$ cat config.mk
export PLATFORM = sky130hd
export DESIGN_NAME = ltc2387_16_tx_emulator_flat
export DESIGN_NICKNAME = d
export VERILOG_FILES = /design/src/rtl/ltc2387_16_tx_emulator_pkg.sv /design/src/rtl/ltc2387_16_tx_emulator_if.sv /design/src/rtl/ltc2387_16_tx_emulator_dco_gen.sv /design/src/rtl/ltc2387_16_tx_emulator.sv /design/src/flat_wrapper.sv
export SDC_FILE = /design/constraint.sdc
export NUM_CORES = 1
export LEC_CHECK = 0
export ABC_AREA = 1
export BUFFER_PORTS_ARGS = -buffer_cell sky130_fd_sc_hd__buf_2
export CORE_UTILIZATION = 38
export CTS_CLUSTER_SIZE = 24
export DETAILED_ROUTE_END_ITERATION = 7
export GPL_ROUTABILITY_DRIVEN = 0
export GPL_TIMING_DRIVEN = 1
export PLACE_DENSITY = 0.57
export SLEW_MARGIN = 0
export SYNTH_ARGS = -nofsm -noshare
export SYNTH_HDL_FRONTEND = slang
export SYNTH_SLANG_ARGS = --single-unit
$ cat constraint.sdc
create_clock -name sys_clk -period 3.1 [get_ports sys_clk]
set_clock_uncertainty 0.1 [all_clocks]
set_input_delay 0.155 -clock sys_clk [delete_from_list [all_inputs] [get_ports sys_clk]]
set_output_delay 0.155 -clock sys_clk [all_outputs]
set_load 0.05 [all_outputs]
$ cat src/rtl/ltc2387_16_tx_emulator_pkg.sv
// Shared LTC2387-16 definitions: FSM state codes, lane geometry and defaults,
// plus the word-to-lane split used by both the emulator and the receiver.
package ltc2387_pkg;

   localparam int LANE_BITS     = 8;
   localparam int DEF_LAT_EDGES = 4;
   localparam int DEF_DCO_HALF  = 2;

   localparam logic [1:0] ST_IDLE  = 2'd0;
   localparam logic [1:0] ST_LAT   = 2'd1;
   localparam logic [1:0] ST_SHIFT = 2'd2;

   typedef struct packed {
      logic [LANE_BITS-1:0] odd;
      logic [LANE_BITS-1:0] even;
   } lanes_t;

   // odd[7] = D15 ... odd[0] = D1; even[7] = D14 ... even[0] = D0
   function automatic lanes_t split_word(
      input logic [2*LANE_BITS-1:0] w
   );
      lanes_t l;
      for (int i = 0; i < LANE_BITS; i++) begin
         l.odd[i]  = w[2*i+1];
         l.even[i] = w[2*i];
      end
      return l;
   endfunction

endpackage

$ cat src/rtl/ltc2387_16_tx_emulator_if.sv
// Sample handshake into the LTC2387-16 emulator.
// master = sample source, slave = emulator.
interface ltc2387_16_tx_emulator_if;
   import ltc2387_pkg::*;

   logic [2*LANE_BITS-1:0] sample_data;
   logic                   sample_valid;
   logic                   sample_ready;

   modport master (
      output sample_data,
      output sample_valid,
      input  sample_ready
   );

   modport slave (
      input  sample_data,
      input  sample_valid,
      output sample_ready
   );

endinterface

$ cat src/rtl/ltc2387_16_tx_emulator_dco_gen.sv
// Free-running DCO divider: toggles every DCO_HALF sys_clk cycles and
// flags the cycle in which a rising or falling toggle takes effect.
module ltc2387_dco_gen
   import ltc2387_pkg::*;
#(
   parameter int DCO_HALF = DEF_DCO_HALF
) (
   input  logic sys_clk,
   input  logic reset,
   output logic dco,
   output logic dco_rise,
   output logic dco_fall
);

   localparam int CW = (DCO_HALF > 1) ? $clog2(DCO_HALF) : 1;

   logic [CW-1:0] cnt_q;
   logic [CW-1:0] cnt_d;
   logic          dco_q;
   logic          dco_d;
   logic          tick;

   always_comb begin
      tick  = (cnt_q == CW'(DCO_HALF - 1));
      cnt_d = tick ? '0 : cnt_q + CW'(1);
      dco_d = dco_q ^ tick;
   end

   always_ff @(posedge sys_clk) begin
      if (reset) begin
         cnt_q <= '0;
         dco_q <= 1'b0;
      end else begin
         cnt_q <= cnt_d;
         dco_q <= dco_d;
      end
   end

   assign dco      = dco_q;
   assign dco_rise = tick & ~dco_q;
   assign dco_fall = tick & dco_q;

endmodule

$ cat src/rtl/ltc2387_16_tx_emulator.sv
// LTC2387-16 dual-lane transmitter model: DCO plus DATA1/DATA2 per CNV.
// Define LTC2387_TEST_PATTERN_EN to add the test_pattern ramp source.
module ltc2387_16_tx_emulator
   import ltc2387_pkg::*;
#(
   parameter int DCO_HALF  = DEF_DCO_HALF,
   parameter int LAT_EDGES = DEF_LAT_EDGES,
   parameter int NBITS     = 2 * LANE_BITS
) (
   input  logic                       sys_clk,
   input  logic                       reset,
   ltc2387_16_tx_emulator_if.slave    s_if,
   input  logic                       cnv,
`ifdef LTC2387_TEST_PATTERN_EN
   input  logic                       test_pattern,
`endif
   output logic                       dco,
   output logic                       data1,
   output logic                       data2,
   output logic                       frame_busy,
   output logic                       frame_done,
   output logic                       underrun,
   output logic                       overlap
);

   localparam int LCW = (LAT_EDGES > 0) ? $clog2(LAT_EDGES + 1) : 1;

   logic                 dco_rise;
   logic                 dco_fall;

   logic                 cnv_q;
   logic                 pend_q;
   logic                 pend_d;
   logic [1:0]           state_q;
   logic [1:0]           state_d;
   logic [LCW-1:0]       cnt_q;
   logic [LCW-1:0]       cnt_d;
   logic [2:0]           pair_q;
   logic [2:0]           pair_d;
   logic [LANE_BITS-1:0] sh1_q;
   logic [LANE_BITS-1:0] sh1_d;
   logic [LANE_BITS-1:0] sh2_q;
   logic [LANE_BITS-1:0] sh2_d;
   logic                 d1_q;
   logic                 d1_d;
   logic                 d2_q;
   logic                 d2_d;
   logic                 done_q;
   logic                 done_d;
   logic [NBITS-1:0]     hold_q;
   logic [NBITS-1:0]     hold_d;
   logic                 full_q;
   logic                 full_d;
   logic [NBITS-1:0]     last_q;
   logic [NBITS-1:0]     last_d;
   logic                 und_q;
   logic                 und_d;
   logic                 ovl_q;
   logic                 ovl_d;

   logic                 cnv_rise;
   logic                 busy;
   logic                 r0;
   logic                 load;
   logic                 use_ramp;
   logic [NBITS-1:0]     src;
   lanes_t               lanes;

`ifdef LTC2387_TEST_PATTERN_EN
   logic [NBITS-1:0]     ramp_q;
   logic [NBITS-1:0]     ramp_d;
   assign use_ramp = test_pattern;
`else
   assign use_ramp = 1'b0;
`endif

   ltc2387_dco_gen #(
      .DCO_HALF (DCO_HALF)
   ) u_dco (
      .sys_clk  (sys_clk),
      .reset    (reset),
      .dco      (dco),
      .dco_rise (dco_rise),
      .dco_fall (dco_fall)
   );

   always_comb begin
      cnv_rise = cnv & ~cnv_q;
      busy     = (state_q != ST_IDLE);
      r0       = ~busy & pend_q & dco_rise;
      load     = s_if.sample_valid & ~full_q;
      src      = full_q ? hold_q : last_q;
`ifdef LTC2387_TEST_PATTERN_EN
      if (use_ramp) src = ramp_q;
      ramp_d = ramp_q;
`endif
      lanes = split_word(src);

      state_d = state_q;
      cnt_d   = cnt_q;
      pair_d  = pair_q;
      sh1_d   = sh1_q;
      sh2_d   = sh2_q;
      d1_d    = d1_q;
      d2_d    = d2_q;
      done_d  = 1'b0;
      hold_d  = hold_q;
      full_d  = full_q;
      last_d  = last_q;
      und_d   = und_q;
      // a CNV edge landing on R0 or later belongs to a running frame
      ovl_d   = ovl_q | (cnv_rise & (busy | r0));
      pend_d  = (pend_q & ~r0) | (cnv_rise & ~busy & ~r0);

      unique case (1'b1)
         state_q == ST_IDLE: begin
            if (dco_fall) begin
               d1_d = 1'b0;
               d2_d = 1'b0;
            end
            if (r0) begin
               sh1_d   = lanes.odd;
               sh2_d   = lanes.even;
               cnt_d   = '0;
               state_d = ST_LAT;
               if (!use_ramp) begin
                  full_d = 1'b0;
                  if (full_q) last_d = hold_q;
                  else        und_d  = 1'b1;
               end
`ifdef LTC2387_TEST_PATTERN_EN
               if (use_ramp) ramp_d = ramp_q + NBITS'(1);
`endif
            end
         end
         state_q == ST_LAT: begin
            if (dco_rise) cnt_d = cnt_q + LCW'(1);
            if (dco_fall && cnt_q == LCW'(LAT_EDGES)) begin
               d1_d    = sh1_q[LANE_BITS-1];
               d2_d    = sh2_q[LANE_BITS-1];
               sh1_d   = {sh1_q[LANE_BITS-2:0], 1'b0};
               sh2_d   = {sh2_q[LANE_BITS-2:0], 1'b0};
               pair_d  = '0;
               state_d = ST_SHIFT;
            end
         end
         state_q == ST_SHIFT: begin
            if (dco_rise) begin
               if (pair_q == 3'd7) begin
                  state_d = ST_IDLE;
                  done_d  = 1'b1;
               end else begin
                  pair_d = pair_q + 3'd1;
               end
            end
            if (dco_fall) begin
               d1_d  = sh1_q[LANE_BITS-1];
               d2_d  = sh2_q[LANE_BITS-1];
               sh1_d = {sh1_q[LANE_BITS-2:0], 1'b0};
               sh2_d = {sh2_q[LANE_BITS-2:0], 1'b0};
            end
         end
         default: state_d = ST_IDLE;
      endcase

      // loads only when empty, so a same-cycle R0 already took last_q
      if (load) begin
         hold_d = s_if.sample_data;
         full_d = 1'b1;
      end
   end

   always_ff @(posedge sys_clk) begin
      if (reset) begin
         cnv_q   <= 1'b0;
         pend_q  <= 1'b0;
         state_q <= ST_IDLE;
         cnt_q   <= '0;
         pair_q  <= '0;
         sh1_q   <= '0;
         sh2_q   <= '0;
         d1_q    <= 1'b0;
         d2_q    <= 1'b0;
         done_q  <= 1'b0;
         hold_q  <= '0;
         full_q  <= 1'b0;
         last_q  <= '0;
         und_q   <= 1'b0;
         ovl_q   <= 1'b0;
`ifdef LTC2387_TEST_PATTERN_EN
         ramp_q  <= '0;
`endif
      end else begin
         cnv_q   <= cnv;
         pend_q  <= pend_d;
         state_q <= state_d;
         cnt_q   <= cnt_d;
         pair_q  <= pair_d;
         sh1_q   <= sh1_d;
         sh2_q   <= sh2_d;
         d1_q    <= d1_d;
         d2_q    <= d2_d;
         done_q  <= done_d;
         hold_q  <= hold_d;
         full_q  <= full_d;
         last_q  <= last_d;
         und_q   <= und_d;
         ovl_q   <= ovl_d;
`ifdef LTC2387_TEST_PATTERN_EN
         ramp_q  <= ramp_d;
`endif
      end
   end

   assign s_if.sample_ready = ~full_q;
   assign data1             = d1_q;
   assign data2             = d2_q;
   assign frame_busy        = busy;
   assign frame_done        = done_q;
   assign underrun          = und_q;
   assign overlap           = ovl_q;

endmodule

$ cat src/flat_wrapper.sv
// flat-port wrapper written by rule: the top's interface ports become plain ports
module ltc2387_16_tx_emulator_flat import ltc2387_pkg::*;
#(
   parameter int DCO_HALF  = DEF_DCO_HALF,
   parameter int LAT_EDGES = DEF_LAT_EDGES,
   parameter int NBITS     = 2 * LANE_BITS
)
  (sys_clk, reset, cnv, dco, data1, data2, frame_busy, frame_done, underrun, overlap, s_if_sample_data, s_if_sample_valid, s_if_sample_ready);
  ltc2387_16_tx_emulator_if s_if_i ();
  input  logic sys_clk;
  input  logic reset;
  input  logic cnv;
  output logic dco;
  output logic data1;
  output logic data2;
  output logic frame_busy;
  output logic frame_done;
  output logic underrun;
  output logic overlap;
  input wire logic [$bits(s_if_i.sample_data)-1:0] s_if_sample_data;
  input wire logic [$bits(s_if_i.sample_valid)-1:0] s_if_sample_valid;
  output wire logic [$bits(s_if_i.sample_ready)-1:0] s_if_sample_ready;
  assign s_if_i.sample_data = s_if_sample_data;
  assign s_if_i.sample_valid = s_if_sample_valid;
  assign s_if_sample_ready = s_if_i.sample_ready;
  ltc2387_16_tx_emulator #(.DCO_HALF(DCO_HALF), .LAT_EDGES(LAT_EDGES), .NBITS(NBITS)) u_core (.sys_clk(sys_clk), .reset(reset), .s_if(s_if_i), .cnv(cnv), .dco(dco), .data1(data1), .data2(data2), .frame_busy(frame_busy), .frame_done(frame_done), .underrun(underrun), .overlap(overlap));
endmodule
==> flow_summary.ini <==
[setup_path]
cp_top_family = adder cells
slowest_stage = ha_1
cp_slowest_stage_delay_ps = 670
critPathKind = reg2reg
critical_path_required_ps = 3230
r2r_slack_ps = 970
r2r-end = u_core.sh2_q[7]
crit_path_end_kind = flop
cp_num_buf_inv = 2
crit_arrival_ps = 2270
r2r_cells = 7
r2r-start = u_core.state_q[0]
critPathLaunchType = flop
worstPathCellList = inv_1, ha_1, inv_1, nand2_1, nand2_1, nor2_1, nor2_1
worstPathMaxFanout = 18

[global_routing]
grt_pass1_vias = 2635
grt_antenna_before_repair = 0
grt_overflow = 0
grt_max_degree = 40
gr-usage-all-layers_pct = 17.0
grt_pass1_wl_um = 11400

[clock_network]
clk_path_buf_depth = 2
cts_max_level = 3
cts_sinks = 66
path_clk_slew_ps = 80
cts_setup_buffers = 0
clockRootBuffer = clkbuf_8
cts_resized = 0
clock_latency_ps = 340
cts_hold_buf = 17
tritoncts = built
cts_buffers = 9

[timing]
setup_tns_ps = 0
fin_crit_sh_pct = 68.8
rsz0062_at_grt = no
hold_viol_final = 0
min_period_ps = 2130
drv_slew = 0
slew_headroom_pct = 61.9
setup_viol = 0
fmax_ghz = 0.469
tightestPinTransition_ps = 571

[final_layout]
drive_gt1_share_pct = 10.3
multiInputGateArea_um2 = 1380
regArea_um2 = 1320
n_antenna_cell = 0
final_nets = 512
syn_to_final_growth_pct = 18.0
n_fill_cell = 842
post-route-util_pct = 46.3

[detailed_routing]
drt_iter0_markers = 76
dr.pass1.iters = 4
drcViolationCount = 0
wl_met1_um = 2980
vias_per_cell = 4.57
ant_nets = 0
wl_met3_um = 130
drt_wl_total_um = 6360
num_vias = 2690
wl_met2_um = 3140
top_layer = met4
avgRoutedWirePerCell_um = 10.8

[synthesis]
netlist_instances = 444
synth_flop_cell = dfxtp_1
synth_area_leaders = dfxtp_1, nand2_1, nor2_1, inv_1, o21ai_0
ys_seq_area_share_pct = 43.8
synth_top_area_share_pct = 43.8
ys_async_sr_fraction_pct = 0
yosysTopAreaCell = dfxtp_1
synth_cell_types = 22
syn_area_um2 = 3020
ys_ff_latch = 66
synth_common_cells = nand2_1, nor2_1, dfxtp_1
synth_edf_count = 0
syn_avg_cell_area_um2 = 6.79
yosysMostFrequentCell = nand2_1
syn_nets = 475
ys_warn_count = 0

[outcome]
status = finished clean

[die]
die_h_um = 91.1
pin_count = 28
coreArea_um2 = 7690
start_util_pct = 39.2
die-area_um2 = 8300
std_cell_rows = 32
dieWidth_um = 91.1

[power]
combPwrFrac_pct = 36.6
p_int_mw = 1.72
p_sw_share_pct = 40.0
leakage_nw = 1.68
power.density_nw_per_um2 = 805
ir_drop_v = 0.000524
seqPwrFrac_pct = 38.2
clockPowerShare_pct = 25.1
switchingPower_mw = 1.15

[placed_design]
hpwl_um = 4080
port_buffers = 27

[flow_run]
maxCapViolations = 0

[min_path]
hold_path_end = u_core.u_dco.dco
hp-start = reset
hold_depth = 2
min_path_type = in2reg
## logic make-up after synthesis
group	share of synthesized area, %
buffers and inverters	10.5
AOI/OAI and AO/OA	12.7
xor gates and xnor gates	0.291
and+or+nand+nor	28.2
DFF	43.8
adders and majority gates	4.56
## registers in the layout, indices dropped and copies added (netlist names)
signal	cells
u_core.cnt_q	3
u_core.cnv_q	1
u_core.data1	1
u_core.data2	1
u_core.frame_done	1
u_core.full_q	1
u_core.hold_q	16
u_core.last_q	16
u_core.overlap	1
u_core.pair_q	3
u_core.pend_q	1
u_core.sh1_q	8
u_core.sh2_q	8
u_core.state_q	2
u_core.u_dco.cnt_q	1
u_core.u_dco.dco	1
u_core.underrun	1
## placed cells by master, fill, tap and decap left out, types with 9 or more instances in the layout
cell,n
nand3_1,10
dfxtp_1,66
o21ai_0,41
ha_1,11
dlygate4sd3_1,17
nand2_1,117
buf_2,27
a21oi_1,25
clkbuf_8,9
inv_1,56
nor2_1,79
## worst max path at each step
| stage | cells after the start | startpoint | end | slack, ps |
|---|---|---|---|---|
| final | 7 | u_core.state_q[0] | u_core.sh2_q[7] | 970 |
| after global routing | 7 | u_core.state_q[0] | u_core.sh1_q[3] | 720 |
| after CTS | 7 | u_core.state_q[0] | u_core.sh2_q[7] | 950 |
| after detailed placement | 7 | u_core.state_q[0] | u_core.sh2_q[7] | 960 |
| after global placement | 7 | u_core.state_q[0] | u_core.sh2_q[7] | 1030 |
| after floorplan | 7 | u_core.u_dco.dco | u_core.sh1_q[6] | 1280 |
## metrics by stage
step | cells | hold slack, ps | setup WS [ps] | power (mW) | area, µm²
2_1_floorplan | 444 | 133 | 1280 | 1.99 | 3020
4_1_cts | 588 | 19.7 | 953 | 2.90 | 3560
5_1_grt | 588 | 33.2 | 724 | 3.12 | 3560
6_report | 588 | 31.5 | 968 | 2.86 | 3560
3_5_place_dp | 555 | 297 | 961 | 2.15 | 3200
3_3_place_gp | 555 | 292 | 1030 | 2.13 | 3200
## final cells by class
type                            count  area share, %
Tap cell                          102           3.59
Inverter                           56           5.91
Clock buffer                        9           3.48
Multi-Input combinational cell    301           38.7
Sequential cell                    66           37.1
Timing Repair Buffer               47           9.21
Clock inverter                      7           1.93
## power groups by stage
stage / Sequential [mW] / Clock [mW] / Combinational, mW
finish: 1.10 / 0.720 / 1.05
global route: 1.11 / 0.779 / 1.23
CTS: 1.10 / 0.740 / 1.06
detailed placement: 1.11 / 0 / 1.03
global placement: 1.11 / 0 / 1.02
floorplan: 1.15 / 0 / 0.844
## metal layers
metal  vias up  global-route usage, %
met5         -                      0
met4         0                   8.07
met3         9                   3.10
met2        26                   30.1
met1      1210                   19.8
li1       1445                      -
Power figures use the tool's default switching activity.
